**config.mk**
```make
export PLATFORM = sky130hd
export DESIGN_NAME = logic_unit_pipe
export DESIGN_NICKNAME = d
export VERILOG_FILES = /design/src/rtl/logic_unit_pkg.sv /design/src/rtl/pipe_stage.sv /design/src/rtl/logic_unit_pipe.sv
export SDC_FILE = /design/constraint.sdc
export NUM_CORES = 1
export LEC_CHECK = 0
export ABC_CLOCK_PERIOD_IN_PS = 5650
export CORE_MARGIN = 10
export CORE_UTILIZATION = 35
export DETAILED_ROUTE_END_ITERATION = 16
export GPL_ROUTABILITY_DRIVEN = 0
export MAX_ROUTING_LAYER = met4
export PLACE_DENSITY = 0.64
export SYNTH_ARGS = -nofsm -noshare
export SYNTH_HDL_FRONTEND = slang
export SYNTH_HIERARCHICAL = 1
export SYNTH_SLANG_ARGS = --single-unit
```
**constraint.sdc**
```tcl
create_clock -name clk -period 5.65 [get_ports clk]
set_clock_uncertainty 0.05 [all_clocks]
set_input_delay 0.8475 -clock clk [delete_from_list [all_inputs] [get_ports clk]]
set_output_delay 0.8475 -clock clk [all_outputs]
set_load 0.005 [all_outputs]
```
**src/rtl/logic_unit_pkg.sv**
```systemverilog
`default_nettype none
// ============================================================================
//  Module      : logic_unit_pkg
//  Description : Opcode encodings and the bitwise operation shared by the
//                logic unit pipeline and anything that needs to model it.
//  Revision    : 1.0 - initial release
// ============================================================================
package logic_unit_pkg;

    // Widest operand the shared operation function handles; narrower callers
    // zero-extend on the way in and keep the low bits on the way out, which is
    // exact because every operation is purely bitwise.
    localparam int c_MAX_WIDTH = 64;

    typedef logic [c_MAX_WIDTH-1:0] lu_word_t;

    localparam logic [2:0] OP_AND  = 3'd0;
    localparam logic [2:0] OP_OR   = 3'd1;
    localparam logic [2:0] OP_NOT  = 3'd2;
    localparam logic [2:0] OP_NAND = 3'd3;
    localparam logic [2:0] OP_NOR  = 3'd4;
    localparam logic [2:0] OP_XOR  = 3'd5;
    localparam logic [2:0] OP_XNOR = 3'd6;
    localparam logic [2:0] OP_LOAD = 3'd7;

    // Bitwise operation selected by op; B is ignored for NOT, A for LOAD.
    function automatic lu_word_t lu_op(input logic [2:0] op,
                                       input lu_word_t   a,
                                       input lu_word_t   b);
        lu_word_t y;
        case (op)
            OP_AND:  y = a & b;
            OP_OR:   y = a | b;
            OP_NOT:  y = ~a;
            OP_NAND: y = ~(a & b);
            OP_NOR:  y = ~(a | b);
            OP_XOR:  y = a ^ b;
            OP_XNOR: y = ~(a ^ b);
            default: y = b;
        endcase
        return y;
    endfunction

endpackage : logic_unit_pkg
`default_nettype wire

```
**src/rtl/pipe_stage.sv**
```systemverilog
`default_nettype none
// ============================================================================
//  Module      : pipe_stage
//  Description : Width-generic register slice with valid/ready handshakes.
//                Holds one item; accepts a new one whenever it is empty or
//                its current item is being taken downstream in the same cycle.
//  Revision    : 1.0 - initial release
// ============================================================================
module pipe_stage #(
    parameter int DATA_W = 8
) (
    input  logic              clk,
    input  logic              rst,
    input  logic              in_valid,
    output logic              in_ready,
    input  logic [DATA_W-1:0] in_data,
    output logic              out_valid,
    input  logic              out_ready,
    output logic [DATA_W-1:0] out_data
);

    logic              r_valid;
    logic [DATA_W-1:0] r_data;
    logic              w_advance;

    assign w_advance = !r_valid || out_ready;
    assign in_ready  = w_advance;
    assign out_valid = r_valid;
    assign out_data  = r_data;

    // Load on advance; data only changes when a real item arrives.
    always_ff @(posedge clk or posedge rst) begin
        if (rst) begin
            r_valid <= 1'b0;
            r_data  <= '0;
        end else if (w_advance) begin
            r_valid <= in_valid;
            if (in_valid) begin
                r_data <= in_data;
            end
        end
    end

endmodule : pipe_stage
`default_nettype wire

```
**src/rtl/logic_unit_pipe.sv**
```systemverilog
`default_nettype none
// ============================================================================
//  Module      : logic_unit_pipe
//  Description : Two-stage pipelined bitwise logic unit with an accumulator
//                operand option and registered zero/ones/parity flags.
//                WIDTH must lie in 1..64.
//  Revision    : 1.0 - initial release
// ============================================================================
module logic_unit_pipe
    import logic_unit_pkg::*;
#(
    parameter int               WIDTH    = 8,
    parameter logic [WIDTH-1:0] ACC_INIT = '0
) (
    input  logic             clk,
    input  logic             rst,
    input  logic             in_valid,
    output logic             in_ready,
    input  logic [WIDTH-1:0] in_a,
    input  logic [WIDTH-1:0] in_b,
    input  logic [2:0]       in_op,
    input  logic             in_acc,
    output logic             out_valid,
    input  logic             out_ready,
    output logic [WIDTH-1:0] out_y,
    output logic             out_zero,
    output logic             out_ones,
    output logic             out_par,
    output logic [WIDTH-1:0] acc_q
);

    localparam int c_S2_W = WIDTH + 3;

    logic [WIDTH-1:0]  r_acc;
    logic [WIDTH-1:0]  w_a;
    lu_word_t          w_full;
    logic [WIDTH-1:0]  w_result;
    logic              w_accept;

    logic              w_s1_valid;
    logic [WIDTH-1:0]  w_s1_y;
    logic              w_s2_in_ready;
    logic [c_S2_W-1:0] w_s2_in_data;
    logic [c_S2_W-1:0] w_s2_data;

    assign w_a      = in_acc ? r_acc : in_a;
    assign w_full   = lu_op(in_op, lu_word_t'(w_a), lu_word_t'(in_b));
    assign w_result = w_full[WIDTH-1:0];
    assign w_accept = in_valid && in_ready;
    assign acc_q    = r_acc;

    // Accumulator tracks the result of every accepted transaction, so a
    // following accumulate op sees it on the very next cycle.
    always_ff @(posedge clk or posedge rst) begin
        if (rst) begin
            r_acc <= ACC_INIT;
        end else if (w_accept) begin
            r_acc <= w_result;
        end
    end

    pipe_stage #(
        .DATA_W (WIDTH)
    ) u_stage1 (
        .clk       (clk),
        .rst       (rst),
        .in_valid  (in_valid),
        .in_ready  (in_ready),
        .in_data   (w_result),
        .out_valid (w_s1_valid),
        .out_ready (w_s2_in_ready),
        .out_data  (w_s1_y)
    );

    // Flags are derived from the stage-1 value and registered alongside it.
    assign w_s2_in_data = {^w_s1_y, &w_s1_y, ~|w_s1_y, w_s1_y};

    pipe_stage #(
        .DATA_W (c_S2_W)
    ) u_stage2 (
        .clk       (clk),
        .rst       (rst),
        .in_valid  (w_s1_valid),
        .in_ready  (w_s2_in_ready),
        .in_data   (w_s2_in_data),
        .out_valid (out_valid),
        .out_ready (out_ready),
        .out_data  (w_s2_data)
    );

    assign out_y    = w_s2_data[WIDTH-1:0];
    assign out_zero = w_s2_data[WIDTH];
    assign out_ones = w_s2_data[WIDTH+1];
    assign out_par  = w_s2_data[WIDTH+2];

endmodule : logic_unit_pipe
`default_nettype wire

```
==> flow_summary.json <==
{
  "synthCells": 213,
  "slowest_delay_ns": 0.77,
  "crit_buf_inv": 2,
  "htreeDepth": 2,
  "worstPathCellList": "clkdlybuf4s50_1, mux2i_1, inv_1, ha_1, mux2_4, a222oi_1, a21oi_1, mux2_4",
  "status": "finished clean",
  "total_power_uw": 875,
  "fmax_mhz": 311,
  "min_from": "u_stage2/out_data[1]",
  "clock_path_buffers": 2,
  "cp-startpoint": "in_acc",
  "cts-resized-gates": 0,
  "io_buffers": 44,
  "grt-ovfl-total": 0,
  "p_leak_nw": 1.35,
  "synth.avg_cell_area_sq_um": 10.6,
  "finalCritPeriodShare_pct": 57.0,
  "cts_hold_buf": 0,
  "syn_area_sq_um": 2260,
  "cp_slowest_cell": "clkdlybuf4s50_1",
  "cts_root_buffer": "clkbuf_8",
  "holdWs_ns": 0.458,
  "antenna_found_initial": 0,
  "fin_setup_tns_ns": 0,
  "drive_above_1_share_pct": 18.4,
  "fin_area_sq_um": 2810,
  "worstReg2RegStart": "acc_q[4]",
  "worstSetupEndpointType": "flop",
  "dpl_cell_area_sq_um": 2730,
  "synth_cell_types": 43,
  "crit_top_cell": "mux2_4",
  "path_max_fanout": 8,
  "fin_nets": 303,
  "ioPinCount": 45,
  "syn_to_final_growth_pct": 24.3,
  "arrival_ns": 3.33,
  "dr.first_iter.drc_count": 88,
  "setup_viol": 0,
  "grt_first_pass_wirelength_mm": 8.30,
  "clk_latency_ns": 0.27,
  "grt_max_degree": 32,
  "relSlewSlack_pct": 28.5,
  "critical_path.startpoint_type": "primary input",
  "setup_slack_ns": 2.43,
  "ys_warn_count": 6,
  "antenna_cells": 0,
  "synth_seq_cells": 29,
  "drv_cap": 0,
  "dp_hpwl_mm": 4.07,
  "hold_viol_final": 0,
  "die_x_um": 100,
  "synthFlopType": "dfrtp_1",
  "worstHoldPathType": "reg -> reg",
  "grt_pass1_vias": 1774,
  "drv_slew": 0,
  "cp_top_family": "multiplexers",
  "drc": 0,
  "fin_crit_ns": 3.22,
  "die_area_sq_um": 10100,
  "synth-edff-count": 0,
  "ys_seq_area_share_pct": 32.1,
  "core_sq_um": 6310,
  "numCtsBuffers": 5,
  "start_util_pct": 35.8,
  "required_ns": 5.76,
  "totalWireLength_mm": 5.04,
  "dpl_worst_slack_ns": 2.15,
  "syn_nets": 261,
  "synthArstFlopShare_pct": 100,
  "rows": 29,
  "rsz0062_at_grt": "no",
  "die_y_um": 100,
  "vias": 1680,
  "tightest_slew_ns": 1.07,
  "numClockSinks": 29,
  "first_pass_iters": 5,
  "power_density_nw_per_um2": 312,
  "post_drt_wl_per_cell_um": 15.1,
  "viasPerCell": 5.05,
  "ant_nets": 0,
  "path_clk_slew_ns": 0.06,
  "path_class": "in -> reg",
  "cts_setup_buffers": 0,
  "cts_tree": "built",
  "ir_worst_vdd_mv": 0.195,
  "track_usage_pct": 10.3
}
==> Yosys cell counts (2+ instances only) <==
master / n / area share, %
dfrtp_1: 29 / 32
inv_1: 26 / 4.3
ha_1: 24 / 13
mux2_4: 21 / 14
nor2_1: 13 / 2.2
mux2_2: 10 / 5.0
mux2i_1: 9 / 4.0
nand2_1: 7 / 1.2
buf_2: 6 / 1.3
inv_2: 6 / 1.0
a21oi_1: 5 / 1.1
nand3_1: 4 / 0.89
o21ai_0: 4 / 0.89
a22oi_1: 3 / 1.0
nand2b_1: 3 / 0.83
o22a_1: 3 / 1.2
o22ai_1: 3 / 0.83
a211oi_1: 2 / 0.66
a222oi_1: 2 / 0.89
a22o_1: 2 / 0.78
a31oi_1: 2 / 0.55
a32oi_1: 2 / 0.78
and4_1: 2 / 0.78
nand2b_4: 2 / 1.2
nor3_1: 2 / 0.44
o21ai_1: 2 / 0.44
o31ai_1: 2 / 0.66
xnor2_1: 2 / 0.78
==> cell families after synthesis <==
kind of cell / Yosys count / share of synthesized area [%]
mux: 41 / 23.4
buf+inv: 41 / 8.37
fa+ha+maj: 24 / 13.3
compound gates: 37 / 11.7
simple gates: 38 / 9.92
flops: 29 / 32.1
xor+xnor: 3 / 1.16
==> placed cells by master (no fill, tap or decap), types with 6 or more instances in the layout <==
cell and instances:
nor2_1 13, mux2_4 21, inv_1 26, dfrtp_1 29, clkdlybuf4s50_1 44, mux2i_1 9
mux2_2 10, nand2_1 7, inv_2 6, ha_1 24
==> stage by stage <==
stage / utilization [%] / std cells
2_1_floorplan: - / 213
3_3_place_gp: 43.2 / 325
3_5_place_dp: 43.2 / 325
4_1_cts: 44.5 / 333
5_1_grt: 44.5 / 333
6_report: 44.5 / 333
==> per-layer routing <==
metal / share of wire [%] / GRT usage [%] / vias up
met5: 0 / - / -
met4: 1.2 / 4.67 / 0
met3: 6.2 / 2.40 / 6
met2: 50 / 17.3 / 52
met1: 43 / 11.4 / 789
li1: - / - / 833
==> worst paths after layout <==
check	endpoint	slack, ns	cells after the start
max reg2reg	u_stage1/out_data[4]	3.48	7
max	u_stage1/out_data[4]	2.43	8
min in group asynchronous	acc_q[3]	0.85	2
min reg2reg	u_stage2/out_data[1]	0.46	1
max in group asynchronous	u_stage2/out_data[2]	4.35	2
min	u_stage2/out_data[1]	0.46	1
==> final cells by class <==
type | instances | area [sq um]
Tap cell | 77 | 96.3
Inverter | 32 | 120
Clock buffer | 8 | 80.1
Sequential cell | 29 | 726
Timing Repair Buffer | 44 | 440
Fill cell | 612 | 3510
Multi-Input combinational cell | 143 | 1340
==> sequential cells by signal (all words and copies together) (netlist names) <==
register and flops:
u_stage2/out_valid 1, acc_q 8, u_stage1/out_data 8, u_stage2/out_data 11
u_stage1/out_valid 1
==> power by group <==
part	total, mW	switching, mW	internal [mW]
combinational	0.396	0.147	0.249
clock	0.158	0.0706	0.0872
sequential	0.321	0.0516	0.270
No activity file was read; power rests on OpenSTA's default activity.
